===== config.mk =====
export PLATFORM = sky130hd
export DESIGN_NAME = multicycle_datapath
export DESIGN_NICKNAME = d
export VERILOG_FILES = /design/src/rtl/multicycle_datapath.sv
export SDC_FILE = /design/constraint.sdc
export NUM_CORES = 1
export LEC_CHECK = 0
export BUFFER_PORTS_ARGS = -buffer_cell sky130_fd_sc_hd__buf_2
export CAP_MARGIN = 20
export CELL_PAD_IN_SITES_DETAIL_PLACEMENT = 2
export CELL_PAD_IN_SITES_GLOBAL_PLACEMENT = 2
export CORE_MARGIN = 2
export CORE_UTILIZATION = 36
export CTS_BUF_LIST = sky130_fd_sc_hd__clkbuf_4 sky130_fd_sc_hd__clkbuf_8
export CTS_CLUSTER_SIZE = 16
export DETAILED_ROUTE_END_ITERATION = 10
export PLACE_DENSITY_LB_ADDON = 0.1
export SYNTH_ARGS = -nofsm -noshare
export SYNTH_HDL_FRONTEND = slang
export SYNTH_SLANG_ARGS = --single-unit
export TNS_END_PERCENT = 30

===== constraint.sdc =====
create_clock -name clk -period 4.9 [get_ports clk]
set_input_delay 0.98 -clock clk [delete_from_list [all_inputs] [get_ports clk]]
set_output_delay 0.98 -clock clk [all_outputs]
set_load 0.1 [all_outputs]

===== src/rtl/multicycle_datapath.sv =====
// -----------------------------------------------------------------------------
// multicycle_datapath
//   Multi-cycle 16-bit RISC datapath. An internal FSM walks every instruction
//   through FETCH / DECODE / EXEC / MEM / WB. Instruction and data memories sit
//   behind req/ack handshakes, so memories with wait states are supported.
//   Opcode decode lives in an external control unit. That unit sees the opcode
//   output, and its decode is captured once during DECODE.
//
// Parameters
//   DATA_W    register / ALU / data-memory word width (>= 8)
//   PC_W      PC and instruction-address width (>= 12)
//   RESET_PC  PC value loaded by reset
//   R0_ZERO   1: r0 always reads as zero and writes to it are dropped
//
// Ports
//   clk, rst                      clock; synchronous active-high reset
//   jump..reg_write, alu_op       control-unit decode of the current opcode
//   opcode                        IR[15:12] to the control unit
//   imem_req/addr/ack/rdata       instruction fetch handshake
//   dmem_req/we/addr/wdata/ack/rdata  data access handshake
//   pc_out                        current PC
//   retire                        one-cycle pulse per completed instruction
// -----------------------------------------------------------------------------
module multicycle_datapath #(
    parameter int          DATA_W   = 16,
    parameter int          PC_W     = 16,
    parameter int unsigned RESET_PC = 0,
    parameter int          R0_ZERO  = 0
) (
    input  logic              clk,
    input  logic              rst,
    input  logic              jump,
    input  logic              beq,
    input  logic              bne,
    input  logic              mem_read,
    input  logic              mem_write,
    input  logic              alu_src,
    input  logic              reg_dst,
    input  logic              mem_to_reg,
    input  logic              reg_write,
    input  logic [2:0]        alu_op,
    output logic [3:0]        opcode,
    output logic              imem_req,
    output logic [PC_W-1:0]   imem_addr,
    input  logic              imem_ack,
    input  logic [15:0]       imem_rdata,
    output logic              dmem_req,
    output logic              dmem_we,
    output logic [DATA_W-1:0] dmem_addr,
    output logic [DATA_W-1:0] dmem_wdata,
    input  logic              dmem_ack,
    input  logic [DATA_W-1:0] dmem_rdata,
    output logic [PC_W-1:0]   pc_out,
    output logic              retire
);

    typedef enum logic [2:0] {
        S_FETCH  = 3'd0,
        S_DECODE = 3'd1,
        S_EXEC   = 3'd2,
        S_MEM    = 3'd3,
        S_WB     = 3'd4
    } state_t;

    localparam logic [PC_W-1:0] PC_RST   = PC_W'(RESET_PC);
    localparam logic [PC_W-1:0] PC_ONE   = PC_W'(1'b1);
    localparam logic [PC_W-1:0] JMP_MASK = PC_W'(12'hFFF);

    state_t              state_r, state_next;
    logic [PC_W-1:0]     pc_r, pc_next;
    logic [15:0]         ir_r;
    logic [DATA_W-1:0]   a_r, b_r, aluout_r, mdr_r;
    logic [DATA_W-1:0]   regs_r [8];

    // Control decode captured during DECODE
    logic                jump_r, beq_r, bne_r, mem_read_r, mem_write_r;
    logic                alu_src_r, reg_dst_r, mem_to_reg_r, reg_write_r;
    logic [2:0]          alu_op_r;

    // Registered outputs
    logic                imem_req_r, dmem_req_r, dmem_we_r, retire_r;
    logic [PC_W-1:0]     imem_addr_r;

    // Instruction fields and datapath nets
    logic [2:0]          rs1_s, rs2_s, rd_s;
    logic [DATA_W-1:0]   imm_s, rd1_s, rd2_s, operand_b_s, alu_res_s, wb_data_s;
    logic                zero_s, retire_s, rf_we_s;
    logic [PC_W-1:0]     pc_inc_s, br_tgt_s, jump_tgt_s, ir_low_s, pc_imm_s;

    assign rs1_s      = ir_r[11:9];
    assign rs2_s      = ir_r[8:6];
    assign rd_s       = reg_dst_r ? ir_r[5:3] : ir_r[8:6];
    assign imm_s      = {{(DATA_W-6){ir_r[5]}}, ir_r[5:0]};
    assign pc_imm_s   = {{(PC_W-6){ir_r[5]}}, ir_r[5:0]};
    assign ir_low_s   = PC_W'(ir_r[11:0]);
    assign pc_inc_s   = pc_r + PC_ONE;
    assign br_tgt_s   = pc_inc_s + pc_imm_s;
    // Jump keeps the upper bits of PC+1 and replaces the low 12 bits
    assign jump_tgt_s = (pc_inc_s & ~JMP_MASK) | ir_low_s;

    // With R0_ZERO the r0 read port is forced to zero
    assign rd1_s = ((R0_ZERO != 0) && (rs1_s == 3'd0)) ? '0 : regs_r[rs1_s];
    assign rd2_s = ((R0_ZERO != 0) && (rs2_s == 3'd0)) ? '0 : regs_r[rs2_s];

    assign operand_b_s = alu_src_r ? imm_s : b_r;
    assign wb_data_s   = mem_to_reg_r ? mdr_r : aluout_r;
    assign rf_we_s     = (state_r == S_WB) && !((R0_ZERO != 0) && (rd_s == 3'd0));

    // ALU: result wraps modulo 2^DATA_W
    always_comb begin
        alu_res_s = '0;
        case (alu_op_r)
            3'b000:  alu_res_s = a_r + operand_b_s;
            3'b001:  alu_res_s = a_r - operand_b_s;
            3'b010:  alu_res_s = ~a_r;
            3'b011:  alu_res_s = a_r << operand_b_s[3:0];
            3'b100:  alu_res_s = a_r >> operand_b_s[3:0];
            3'b101:  alu_res_s = a_r & operand_b_s;
            3'b110:  alu_res_s = a_r | operand_b_s;
            3'b111:  alu_res_s = ($signed(a_r) < $signed(operand_b_s)) ? DATA_W'(1'b1) : '0;
            default: alu_res_s = '0;
        endcase
        zero_s = (alu_res_s == '0);
    end

    // Next-state, next-PC and retire decode
    always_comb begin
        state_next = state_r;
        pc_next    = pc_r;
        retire_s   = 1'b0;
        case (state_r)
            S_FETCH: begin
                // An ack only counts while our request is actually up
                if (imem_req_r && imem_ack) begin
                    state_next = S_DECODE;
                end else begin
                    state_next = S_FETCH;
                end
            end
            S_DECODE: begin
                state_next = S_EXEC;
            end
            S_EXEC: begin
                if (jump_r) begin
                    pc_next = jump_tgt_s;
                end else if ((beq_r && zero_s) || (bne_r && !zero_s)) begin
                    pc_next = br_tgt_s;
                end else begin
                    pc_next = pc_inc_s;
                end
                if (jump_r) begin
                    state_next = S_FETCH;
                    retire_s   = 1'b1;
                end else if (mem_write_r || mem_read_r) begin
                    state_next = S_MEM;
                end else if (reg_write_r) begin
                    state_next = S_WB;
                end else begin
                    state_next = S_FETCH;
                    retire_s   = 1'b1;
                end
            end
            S_MEM: begin
                if (dmem_req_r && dmem_ack) begin
                    // Store wins when both mem_read and mem_write are set
                    if (mem_write_r) begin
                        state_next = S_FETCH;
                        retire_s   = 1'b1;
                    end else begin
                        state_next = S_WB;
                    end
                end else begin
                    state_next = S_MEM;
                end
            end
            S_WB: begin
                state_next = S_FETCH;
                retire_s   = 1'b1;
            end
            default: begin
                state_next = S_FETCH;
            end
        endcase
    end

    // State, PC, IR, pipeline latches and captured control decode
    always_ff @(posedge clk) begin
        if (rst) begin
            state_r      <= S_FETCH;
            pc_r         <= PC_RST;
            ir_r         <= 16'h0000;
            a_r          <= '0;
            b_r          <= '0;
            aluout_r     <= '0;
            mdr_r        <= '0;
            jump_r       <= 1'b0;
            beq_r        <= 1'b0;
            bne_r        <= 1'b0;
            mem_read_r   <= 1'b0;
            mem_write_r  <= 1'b0;
            alu_src_r    <= 1'b0;
            reg_dst_r    <= 1'b0;
            mem_to_reg_r <= 1'b0;
            reg_write_r  <= 1'b0;
            alu_op_r     <= 3'b000;
        end else begin
            state_r <= state_next;
            pc_r    <= pc_next;
            if ((state_r == S_FETCH) && imem_req_r && imem_ack) begin
                ir_r <= imem_rdata;
            end
            if (state_r == S_DECODE) begin
                a_r          <= rd1_s;
                b_r          <= rd2_s;
                jump_r       <= jump;
                beq_r        <= beq;
                bne_r        <= bne;
                mem_read_r   <= mem_read;
                mem_write_r  <= mem_write;
                alu_src_r    <= alu_src;
                reg_dst_r    <= reg_dst;
                mem_to_reg_r <= mem_to_reg;
                reg_write_r  <= reg_write;
                alu_op_r     <= alu_op;
            end
            if (state_r == S_EXEC) begin
                aluout_r <= alu_res_s;
            end
            if ((state_r == S_MEM) && dmem_req_r && dmem_ack && !mem_write_r) begin
                mdr_r <= dmem_rdata;
            end
        end
    end

    // Register file
    always_ff @(posedge clk) begin
        if (rst) begin
            for (int i = 0; i < 8; i++) begin
                regs_r[i] <= '0;
            end
        end else if (rf_we_s) begin
            regs_r[rd_s] <= wb_data_s;
        end
    end

    // Output registers, decoded from the state being entered
    always_ff @(posedge clk) begin
        if (rst) begin
            imem_req_r  <= 1'b0;
            dmem_req_r  <= 1'b0;
            dmem_we_r   <= 1'b0;
            retire_r    <= 1'b0;
            imem_addr_r <= '0;
        end else begin
            imem_req_r  <= (state_next == S_FETCH);
            dmem_req_r  <= (state_next == S_MEM);
            dmem_we_r   <= (state_next == S_MEM) && mem_write_r;
            retire_r    <= retire_s;
            imem_addr_r <= pc_next;
        end
    end

    assign opcode     = ir_r[15:12];
    assign imem_req   = imem_req_r;
    assign imem_addr  = imem_addr_r;
    assign dmem_req   = dmem_req_r;
    assign dmem_we    = dmem_we_r;
    assign dmem_addr  = aluout_r;
    assign dmem_wdata = b_r;
    assign pc_out     = pc_r;
    assign retire     = retire_r;

endmodule


==> flow_metrics.env <==
export IMPL_outcome="completed"
export IMPL_r2r_setup_slack_ns=0.17
export IMPL_synthCells=1673
export IMPL_grt_ovfl_total=0
export IMPL_seqCellArea_um2=6160
export IMPL_antenna_found_initial=0
export IMPL_multi_input_area_um2=8940
export IMPL_power_density_nw_per_um2=299
export IMPL_final_core_util_pct=42.7
export IMPL_critPathKind="flip-flop to flip-flop"
export IMPL_max_cap_violations=0
export IMPL_synth_fa_ha_area_share_pct=5.53
export IMPL_routed_via_count=14300
export IMPL_hp_start="ir_r[12]$_SDFFE_PP0P_"
export IMPL_drtIter0Drc=1095
export IMPL_relSlewSlack_pct=24.6
export IMPL_synth_top_family_by_area="simple AND/OR/NAND/NOR gates"
export IMPL_synth_compound_area_share_pct=16.0
export IMPL_grt_pass1_vias=15400
export IMPL_clock_fmax_mhz=212
export IMPL_tightest_slew_ns=1.13
export IMPL_htreeDepth=2
export IMPL_crit_arrival_ns=5.24
export IMPL_dieWidth_um=213
export IMPL_slowest_delay_ns=0.51
export IMPL_area_growth_pct=16.7
export IMPL_drt_wl_total_um=65300
export IMPL_coreArea_um2=43200
export IMPL_ys_seq_area_share_pct=38.9
export IMPL_finalSetupViolations=0
export IMPL_gr_usage_all_layers_pct=29.1
export IMPL_critPathMaxFanout=14
export IMPL_skew_ns=0.0183
export IMPL_cts_tree="done"
export IMPL_whs_endpoint="ir_r[12]$_SDFFE_PP0P_"
export IMPL_portBuffers=119
export IMPL_fin_crit_sh_pct=96.5
export IMPL_hold_violations=0
export IMPL_clock_sinks=243
export IMPL_drtPass1Iterations=5
export IMPL_r2r_start="alu_src_r$_SDFFE_PP0P_"
export IMPL_endpoint_kind="flip-flop"
export IMPL_min_period_ns=4.73
export IMPL_finalWeightedCongestion=0.928
export IMPL_synthArstFlopShare_pct=0
export IMPL_avgRoutedWirePerCell_um=26.8
export IMPL_p_leak_nw=6.88
export IMPL_pin_count=120
export IMPL_post_synth_and_or_nand_nor_area_fraction_pct=16.8
export IMPL_syn_nets=1789
export IMPL_grt_max_degree=70
export IMPL_hp_class="flip-flop to flip-flop"
export IMPL_cts_buffers=45
export IMPL_post_dp_hpwl_um=48500
export IMPL_die_area_um2=45500
export IMPL_hold_path_depth=2
export IMPL_critPathLaunchType="flip-flop"
export IMPL_drc_errors=0
export IMPL_cpMaxStageDelayCell="or4b_1"
export IMPL_synth_edff_count=128
export IMPL_r2r_cells=17
export IMPL_viasPerCell=5.85
export IMPL_syn_area_um2=15800
export IMPL_worstPathRequired_ns=5.41
export IMPL_ant_nets=0
export IMPL_cts_hold_buf=0
export IMPL_grt_pass1_wl_um=98400
export IMPL_synth_seq_cells=243
export IMPL_synthMuxAreaShare_pct=15.3
export IMPL_vdd_drop_max_mv=0.199
export IMPL_synth_ff_type="edfxtp_1"
export IMPL_drive_above_1_share_pct=23.1
export IMPL_row_count=76
export IMPL_yosys_warnings=0
export IMPL_yosysUniqueCellTypes=82
export IMPL_reg2reg_to="imem_addr[1]$_SDFFE_PP0P_"
export IMPL_root_buffer="clkbuf_8"
export IMPL_path_cells="buf_4, mux2i_4, inv_2, ha_1, a211oi_1, o21ai_1, a21oi_1, a21oi_1, xnor2_2, o2111ai_2, a2111oi_4, nand4_1, buf_4, or4b_1, buf_4, and3b_1, o31ai_2"
export IMPL_clkTransAtPathRegs_ns=0.06
export IMPL_synth_xor_area_share_pct=2.16
export IMPL_start_util_pct=36.6
export IMPL_nets=1933
export IMPL_slew_viol_final=0
export IMPL_clk_path_buf_depth=3
export IMPL_synth_area_per_cell_um2=9.43
export IMPL_nFillCells=4770
export IMPL_path_common_cell="buf_4"
export IMPL_total_power_mw=5.51
export IMPL_clock_latency_ns=0.60
export IMPL_die_h_um=213
## flip-flops by register name (all words and copies together) (netlist names), 3 cells and up
| register | flops |
|---|---|
| dmem_wdata | 16 |
| a_r | 16 |
| alu_op_r | 3 |
| dmem_addr | 16 |
| imem_addr | 16 |
| mdr_r | 16 |
| state_r | 3 |
| ir_r | 16 |
| regs_r | 128 |
## how the worst max path moves through the flow
stage / startpoint / depth (start not counted) / slack [ns] / to
floorplan: alu_src_r$_SDFFE_PP0P_ / 20 / 0.008 / imem_addr[15]$_SDFFE_PP0P_
global placement: alu_src_r$_SDFFE_PP0P_ / 17 / 0.06 / imem_addr[1]$_SDFFE_PP0P_
detailed placement: alu_src_r$_SDFFE_PP0P_ / 16 / -0.14 / imem_addr[1]$_SDFFE_PP0P_
CTS: alu_src_r$_SDFFE_PP0P_ / 16 / 0.04 / imem_addr[1]$_SDFFE_PP0P_
global route: alu_src_r$_SDFFE_PP0P_ / 18 / -0.006 / imem_addr[1]$_SDFFE_PP0P_
finish: alu_src_r$_SDFFE_PP0P_ / 17 / 0.17 / imem_addr[1]$_SDFFE_PP0P_
## power breakdown
part	internal (mW)	leakage (nW)	switching, mW	total (mW)
Sequential	2.21	2.26	0.0865	2.30
Combinational	0.412	4.13	0.752	1.16
Clock	1.14	0.495	0.912	2.05
Total	3.76	6.88	1.75	5.51
## Yosys cell counts (19+ instances only)
cell	count	area, µm²
dfxtp_1	115	2300
a211oi_1	56	420
ha_1	65	813
nand4_1	19	119
xnor2_1	29	254
mux2i_1	78	781
nand3_1	33	165
nor2_1	245	920
nand2_1	202	758
buf_4	20	150
nor3_1	31	155
o21ai_0	41	205
inv_1	51	191
mux4_2	68	1530
clkbuf_1	87	327
a21oi_1	114	571
edfxtp_1	128	3840
## placed cells by master, fill, tap and decap left out, types with 51 or more instances in the layout
cell type	instances
mux2i_1	77
dfxtp_1	108
mux4_2	68
buf_4	113
ha_1	63
inv_1	51
nand2_1	202
nor2_1	245
a21oi_1	113
a211oi_1	55
buf_2	118
edfxtp_1	128
clkbuf_8	53
## logic make-up after synthesis
family,count (synthesis)
flops,243
xor+xnor,39
fa+ha+maj,68
mux,152
simple gates,609
buf+inv,190
compound gates,372
## critical path, delay by kind of cell (launching register included)
kind            cells  cell delay, ns
simple gates        3            0.84
mux                 1            0.28
fa+ha+maj           1            0.25
flops               1            0.42
xor+xnor            1            0.27
buf+inv             4            0.65
compound gates      7            1.91
## what timing repair did
item                       in CTS  in global routing
pin swaps                       0                  3
setup endpoints to repair      16                 16
setup buffers                   0                  3
resized for setup               3                 16
cloned                          0                  0
## per-stage QoR
step	hold WS (ns)	setup TNS (ns)	worst slack, ns	instance area (µm²)	std cells
6_report	0.457	0	0.174	18400	2438
3_3_place_gp	0.441	0	0.0552	17400	2352
3_5_place_dp	0.450	-0.646	-0.137	17400	2352
5_1_grt	0.486	-0.00631	-0.00631	18400	2437
4_1_cts	0.458	0	0.0398	18300	2434
2_1_floorplan	0.436	0	0.00772	15800	1673
## per-layer routing
layer,share of wire (%),GRT usage [%]
met1,44,38.7
met2,49,49.3
met3,5.0,4.14
met4,2.7,8.48
met5,0,0
## layout make-up
type | count | share of cell area, %
diodes | 1 | 0.0136
repair buffers | 231 | 7.81
inverters | 56 | 1.15
flip-flops and latches | 243 | 33.4
well taps | 585 | 3.97
multi-input cells | 1240 | 48.5
clock buffers | 74 | 4.82
clock inverters | 8 | 0.245
(Power assumes the default switching activity.)
